### src/rtl/bsort_pkg.sv
// Shared constants and FSM state encoding for the bubble-sort controller
// and the register file it drives.
package bsort_pkg;

  localparam int N      = 8;
  localparam int DATA_W = 8;
  localparam int IDX_W  = $clog2(N);

  // State encoding kept as plain constants so older tools can share it.
  typedef logic [2:0] state_t;
  localparam state_t S_IDLE = 3'd0;
  localparam state_t S_LOAD = 3'd1;
  localparam state_t S_CMP  = 3'd2;
  localparam state_t S_SWP  = 3'd3;
  localparam state_t S_FIN  = 3'd4;

endpackage

### src/rtl/bsort_cmp.sv
// Swap decision for one compare step: swap only when A is strictly
// greater than B (unsigned), so equal elements are never rewritten.
module bsort_cmp #(
  parameter int DATA_W = 8
) (
  input  logic [DATA_W-1:0] a_i,
  input  logic [DATA_W-1:0] b_i,
  output logic              swap_o
);

  assign swap_o = (a_i > b_i);

endmodule

### src/rtl/bsort_ctrl.sv
// Bubble-sort controller for an external dual-port register file.
// Loads N elements through the shift-load port, then runs an ascending
// bubble sort with early exit on a pass that makes no swap.
module bsort_ctrl #(
  parameter int DATA_W = bsort_pkg::DATA_W,
  parameter int N      = bsort_pkg::N,
  parameter int IDX_W  = $clog2(N)
) (
  input  logic              clk,
  input  logic              rst,
  input  logic              start,
  input  logic [DATA_W-1:0] Aout,
  input  logic [DATA_W-1:0] Bout,
  output logic              qin,
  output logic [IDX_W-1:0]  AIndex,
  output logic [IDX_W-1:0]  BIndex,
  output logic              w_en,
  output logic [DATA_W-1:0] DinA,
  output logic [DATA_W-1:0] DinB,
  output logic              busy,
  output logic              done
);

  import bsort_pkg::*;

  localparam logic [IDX_W-1:0] LAST = IDX_W'(N - 1);
  localparam logic [IDX_W-1:0] ONE  = IDX_W'(1);

  state_t            state_q, state_d;
  logic [IDX_W-1:0]  load_cnt_q, load_cnt_d;
  logic [IDX_W-1:0]  i_q, i_d;
  logic [IDX_W-1:0]  j_q, j_d;
  logic [DATA_W-1:0] a_q, a_d;
  logic [DATA_W-1:0] b_q, b_d;
  logic              swap_q, swap_d;
  logic              swapped_q, swapped_d;
  logic              cmp_swap;

  bsort_cmp #(.DATA_W(DATA_W)) u_cmp (
    .a_i    (Aout),
    .b_i    (Bout),
    .swap_o (cmp_swap)
  );

  // Next-state logic: load counter, outer/inner loop indices, pass swap flag.
  always_comb begin
    state_d    = state_q;
    load_cnt_d = load_cnt_q;
    i_d        = i_q;
    j_d        = j_q;
    a_d        = a_q;
    b_d        = b_q;
    swap_d     = swap_q;
    swapped_d  = swapped_q;
    case (state_q)
      S_IDLE: begin
        if (start) begin
          state_d    = S_LOAD;
          load_cnt_d = '0;
        end
      end
      S_LOAD: begin
        if (load_cnt_q == LAST) begin
          state_d   = S_CMP;
          i_d       = LAST;
          j_d       = '0;
          swapped_d = 1'b0;
        end else begin
          load_cnt_d = load_cnt_q + ONE;
        end
      end
      S_CMP: begin
        a_d     = Aout;
        b_d     = Bout;
        swap_d  = cmp_swap;
        state_d = S_SWP;
      end
      S_SWP: begin
        // The flag for this pass includes the swap being written now.
        swapped_d = swapped_q | swap_q;
        if (j_q == i_q - ONE) begin
          if (!(swapped_q | swap_q) || (i_q == ONE)) begin
            state_d = S_FIN;
          end else begin
            i_d       = i_q - ONE;
            j_d       = '0;
            swapped_d = 1'b0;
            state_d   = S_CMP;
          end
        end else begin
          j_d     = j_q + ONE;
          state_d = S_CMP;
        end
      end
      S_FIN:   state_d = S_IDLE;
      default: state_d = S_IDLE;
    endcase
  end

  // State registers; reset wins over everything, including start.
  always_ff @(posedge clk) begin
    if (rst) begin
      state_q    <= S_IDLE;
      load_cnt_q <= '0;
      i_q        <= '0;
      j_q        <= '0;
      a_q        <= '0;
      b_q        <= '0;
      swap_q     <= 1'b0;
      swapped_q  <= 1'b0;
    end else begin
      state_q    <= state_d;
      load_cnt_q <= load_cnt_d;
      i_q        <= i_d;
      j_q        <= j_d;
      a_q        <= a_d;
      b_q        <= b_d;
      swap_q     <= swap_d;
      swapped_q  <= swapped_d;
    end
  end

  // Outputs decoded from registered state; idle values are all zero.
  always_comb begin
    qin    = (state_q == S_LOAD);
    busy   = (state_q != S_IDLE);
    done   = (state_q == S_FIN);
    AIndex = '0;
    BIndex = '0;
    w_en   = 1'b0;
    DinA   = '0;
    DinB   = '0;
    if (state_q == S_CMP || state_q == S_SWP) begin
      AIndex = j_q;
      BIndex = j_q + ONE;
    end
    if (state_q == S_SWP) begin
      w_en = swap_q;
      DinA = b_q;
      DinB = a_q;
    end
  end

endmodule

### config.mk
export PLATFORM = sky130hd
export DESIGN_NAME = bsort_ctrl
export DESIGN_NICKNAME = d
export VERILOG_FILES = /design/src/rtl/bsort_pkg.sv /design/src/rtl/bsort_cmp.sv /design/src/rtl/bsort_ctrl.sv
export SDC_FILE = /design/constraint.sdc
export NUM_CORES = 1
export LEC_CHECK = 0
export CORE_MARGIN = 2
export CORE_UTILIZATION = 30
export DETAILED_ROUTE_END_ITERATION = 8
export HOLD_SLACK_MARGIN = 0.03
export PLACE_DENSITY = 0.53
export SYNTH_ARGS = -nofsm -noshare
export SYNTH_HDL_FRONTEND = slang
export SYNTH_SLANG_ARGS = --single-unit
### constraint.sdc
create_clock -name clk -period 3.4 [get_ports clk]
set_input_delay 0.68 -clock clk [delete_from_list [all_inputs] [get_ports clk]]
set_output_delay 0.68 -clock clk [all_outputs]
set_load 0.01 [all_outputs]
# --- Word level (Yosys, flattened, before mapping) ---
# Cells that the tools add are included.
totals:
  reg_bits: 30
  in_bits: 19
  wordCells: 63
classes:
  n_addsub: 3
  order_cmp: 1
  n_eq_ne: 13
  n_mux: 25
  n_bitwise: 1
  n_reduce_logical: 12
op_table:
  columns: ["operator", "n"]
  rows:
  - ["$mux W3", 14]
  - ["$pmux W3 S2", 3]
  - ["$mux W8", 2]
  - ["$pmux W3 S4", 1]
  - ["$gt A8 B8 Y1", 1]
  - ["$ne A2 B2 Y1 const B", 4]
  - ["$add A3 B1 Y3 const B", 2]
  - ["$eq A3 B1 Y1 const B", 2]
  - ["$eq A3 B2 Y1 const B", 2]
  - ["$eq A3 B3 Y1 const B", 2]
  - ["$reduce_and A3 Y1", 2]
  - ["$mux W1", 4]
  - ["$reduce_and A2 Y1", 2]
  - ["$reduce_and A4 Y1", 1]
  - ["$reduce_bool A2 Y1", 2]
  - ["$eq A3 B3 Y1", 1]
  - ["$logic_not A3 Y1", 1]
  - ["$ne A3 B3 Y1 const B", 1]
  - ["$reduce_bool A3 Y1", 1]
  - ["$sub A3 B1 Y3 const B", 1]
  - ["$logic_or A1 B1 Y1", 2]
  - ["$ne A2 B1 Y1 const B", 1]
  - ["$pmux W1 S2", 1]
  - ["$logic_not A1 Y1", 1]
  - ["$or A1 B1 Y1", 1]

# --- Longest topological paths before layout ---
depth:
  depth_word: 6
  depth_mapped: 6

# --- By module ---
# Synthesis repeated with hierarchy kept, for this count alone.
hier_totals:
  cells_unflattened: 222
  hier_area_um2: 1765.4
modules_own_cells:
  columns: ["mod", "instances", "cells_per_inst", "area_per_inst_um2"]
  rows:
  - ["bsort_ctrl", 1, 195, 1549.0]
  - ["bsort_cmp", 1, 27, 216.5]

# --- Least setup slack after synthesis ---
# Ideal clock, no wire load.
synth_timing:
  path_type: "flip-flop to output port"
  from: "reg state_q[1]"
  to: "out DinA[0]"
  t_arrival_ps: 1277
  required_time_ps: 2720
  slack_ps: 1443
  path_stages_with_launch: 6
  n_path_buf: 2
  path_cell_list: "dfxtp_1 buf_2 inv_1 nor2_1 clkbuf_1 and2_1"
synth_between:
  elab_chain_len: 2
synth_rtl:
  columns: ["item", "line", "source"]
  rows:
  - ["start, declared", "bsort_ctrl.sv:29", "state_t state_q, state_d;"]
  - ["start signal, assigned", "bsort_ctrl.sv:112", "state_q <= state_d;"]
  - ["$eq A3 B2 Y1", "bsort_ctrl.sv:137", "if (state_q == S_SWP) begin"]
  - ["$mux W8", "bsort_ctrl.sv:137", null]
  - ["end, declared", "bsort_ctrl.sv:18", "output logic [DATA_W-1:0] DinA,"]
# No other way between the ends.

# --- Worst setup path in the final report ---
layout_timing:
  from: "reg state_q[1]"
  to: "out DinA[2]"
# The elaborated chain is that of the path after synthesis.

==> results.md <==
Run status:
- The run finished with clean final reports.

Timing:
- Between clock sinks in the finished design, the worst skew comes to 0.00508 ns.
- For the finished layout, the period the worst path requires is 2.68 ns.
- The total count of max-transition violations in the final report is 0.
- The achievable frequency is 0.372 GHz.
- The share of the cycle needed by the critical path after routing is 79.0%.
- After routing, the total negative slack on setup checks comes to 0 ns.
- The final-layout worst hold slack is 0.450 ns.
- The count of final hold-check violations was 0.
- The slew at the pin with the worst max-slew slack is 0.648 ns.
- Setup violations remaining at the end of the flow were counted as 0.
- Headroom to the max-slew limit came out at 56.8%.
- Setup repair after global routing left no endpoint under its margin.

Routing:
- Dividing the detail-routed via count by the number of cells gives 4.65.
- The via count is 1564.
- For this run, design rule violations remaining after detail routing come to 0.
- The remaining number of nets flagged by the antenna check after routing is 0.
- The first TritonRoute pass finished after 4 iterations.
- In the final routed layout, each cell accounts on average for 12.7 um.
- The detailed-route wire length is 4250 um.
- The detailed router finished its first iteration with 64 violations.

CTS:
- The clock edge transition at the registers on the reported setup and hold paths is 0.07 ns.
- The total number of clock tree sinks is 30.
- The clock reaches the later pin of the worst-skew pair after 0.28 ns.
- The clock root buffer is clkbuf_8.
- The total clock buffers created by CTS is 5.
- The worst-case clock buffer depth is 2.
- TritonCTS built the clock tree.
- The post-CTS repair timing setup buffer count is 0.
- The number of hold buffers added after CTS was 0.
- The H-tree was split into 2 levels.
- Post-CTS repair changed the size of 0 cells.

Global route:
- The leftover overflow at the end of global routing is 0.
- The global-route wire length before repair is 7020 um.
- The global router's overall resource usage is 14.1%.
- Entering global routing, the biggest net connects 19 pins.
- The via count of the first global-routing pass is 1471.
- The initial antenna violation count is 0.

Floorplanning:
- The number of ports placed on the die boundary is 45.
- The floorplan step defined a die boundary enclosing 6400 sq um.
- From left edge to right edge, the die measures 80.0 um.
- The total area inside the core boundary comes to 5540 sq um.
- The floorplan has 27 rows.
- The chip height is 80.0 um.
- For this configuration, the core starts out at a cell density of 31.3%.

Min path:
- For hold timing, the worst endpoint is b_q[2].
- In this run the worst hold path is classified as reg -> reg.
- The worst hold path was traced through 2 stages.
- The startpoint identified for the worst hold timing path is b_q[2].

Placement:
- The instance count after placement with tap cells included is 328.
- Summed over all nets, the half-perimeter wirelength after detailed placement is 3150 um.
- The number of port buffers is 44.
- The final weighted congestion of routability-driven global placement is 0.736.
- The instance area after placement is 2240 sq um.

Power:
- The standby leakage power is 0.895 nW.
- IR analysis of the VDD net gives a maximum drop of 126 uV.
- The power per cell area is 312 nW/um^2.

Synth:
- The synthesized design spends more area on one cell type than any other, namely dfxtp_1.
- Yosys attributes the largest share of cell area to dfxtp_1, ha_1, nand2_1.
- A synthesized cell averages 7.95 sq um.
- After synthesis the cells add up to 1730 sq um.
- Counting every net in the synthesized netlist gives 250.
- The area share of the largest cell type after synthesis is 34.6%.
- The number of synthesis warnings is 0.
- In this run, synthesis produced a sequential element count of 30.
- Yosys mapped the design onto 44 distinct sky130hd cell types.
- The gate count of the mapped netlist is 218.
- Of the synthesized area, sequential elements account for 34.6%.
- The async set-or-reset flop fraction in the synthesized netlist is 0%.
- The synthesized design contains 0 enable-type register cells.
- The most used flip-flop cell after synthesis is dfxtp_1.

Setup path:
- The worst register-to-register path has a setup slack of 1.42 ns.
- STA classifies the critical path startpoint as a flip-flop.
- The worst reg2reg path endpoint is swap_q.
- The number of cells on the worst reg-to-reg path is 4.
- The data required time at the worst endpoint is 2.72 ns.
- At the worst endpoint, the arrival time is 2.00 ns.
- The critical path is of the reg -> out type.
- The worst reg2reg path startpoint is state_q[1].
- Of all nets on the critical path, the largest fanout is 18.
- The critical path capture point type is an output port.

Final layout:
- The top cell types in the final layout, fill and taps aside, are clkdlybuf4s50_1, nand2_1, dfxtp_1, a21oi_1, and2_1.
- The post-synthesis to final-layout area growth is 34.9%.
- The share of post-route cells with drive strength above 1 is 6.82%.
- The non-filler instance count after layout is 336.
- Leaving out fill and tap cells, the most frequent cell in the layout is clkdlybuf4s50_1.
- The final non-filler cell area is 2340 sq um.
- The repair_antennas step left the layout with diodes totalling 0.
- At the end of the flow, the number of nets in the layout was 295.
- The share of the core filled with cells is 42.2%.

Run:
- Max-cap violations in this run came to 0.
## sequential cells by signal (all words and copies together), names as in the netlist
signal / count
a_q: 8
b_q: 8
i_q: 3
j_q: 3
load_cnt_q: 3
state_q: 3
swap_q: 1
swapped_q: 1
## worst max-delay path, stage by stage (launching register included)
cell and delay, ns:
dfxtp_1 0.57, inv_1 0.11, nor2_1 0.12, buf_4 0.21
and2_1 0.17, clkdlybuf4s50_1 0.54
## layer usage
layer  routed length (um)  global-route usage (%)  vias up  part of all wire [%]
met3                  236                    4.75        4                   5.5
met5                    0                       0        -                     0
met1                 2130                    18.8      695                    50
met2                 1840                    21.6       36                    43
li1                     -                       -      829                     -
met4                   43                    4.07        0                   1.0
## metrics by stage
step | setup WS [ns] | power (mW)
finish | 0.715 | 0.729
global route | 0.550 | 0.768
CTS | 0.698 | 0.742
detailed placement | 1.01 | 0.437
global placement | 1.03 | 0.437
floorplan | 1.44 | 0.399
## kinds of logic (layout without fill, tap and decap cells)
kind of cell               after synthesis  in the layout  share of synthesized area (%)
and+or+nand+nor                        104            104                           31.3
AOI/OAI and AO/OA                       42             42                           15.2
DFF                                     30             30                           34.6
buffers and inverters                   24             70                           5.92
adders and majority gates               13             13                           9.38
xor gates and xnor gates                 3              3                           2.31
muxes                                    2              2                           1.23
## Yosys cell counts (all sizes together), types with 2 or more instances
library cell,n
dfxtp,30
and3,2
inv,14
xor2,2
and2,21
nand2b,5
a21oi,23
buf,5
nand3b,3
nor4,3
clkbuf,5
o21ai,4
nor3,4
nand2,36
o211ai,2
nand4,2
a21o,3
nor2b,3
nor2,16
nand3,2
a211oi,2
ha,13
## cell type report
| cell class | count | area, sq um |
|---|---|---|
| Tap cell | 72 | 90.1 |
| Fill cell | 593 | 3200 |
| Multi-Input combinational cell | 164 | 1030 |
| Clock buffer | 6 | 82.6 |
| Clock inverter | 2 | 12.5 |
| Inverter | 14 | 52.6 |
| Timing Repair Buffer | 48 | 470 |
| Sequential cell | 30 | 601 |
## where the power goes
group          leakage (nW)  total, mW  internal (mW)  switching, mW
combinational         0.606     0.0710         0.0397         0.0314
sequential            0.242      0.358          0.354        0.00413
clock                0.0472      0.300          0.162          0.138
total                 0.895      0.729          0.556          0.173
## how the worst max path moves through the flow
stage | cells past startpoint | from | endpoint | slack, ns
finish | 5 | state_q[1] | DinA[2] | 0.72
global route | 5 | state_q[1] | DinA[2] | 0.55
CTS | 5 | state_q[0] | DinB[7] | 0.70
detailed placement | 5 | state_q[1] | DinA[2] | 1.01
global placement | 5 | state_q[0] | DinB[7] | 1.03
floorplan | 5 | state_q[1] | DinA[0] | 1.44
No activity file was read; power rests on OpenSTA's default activity.
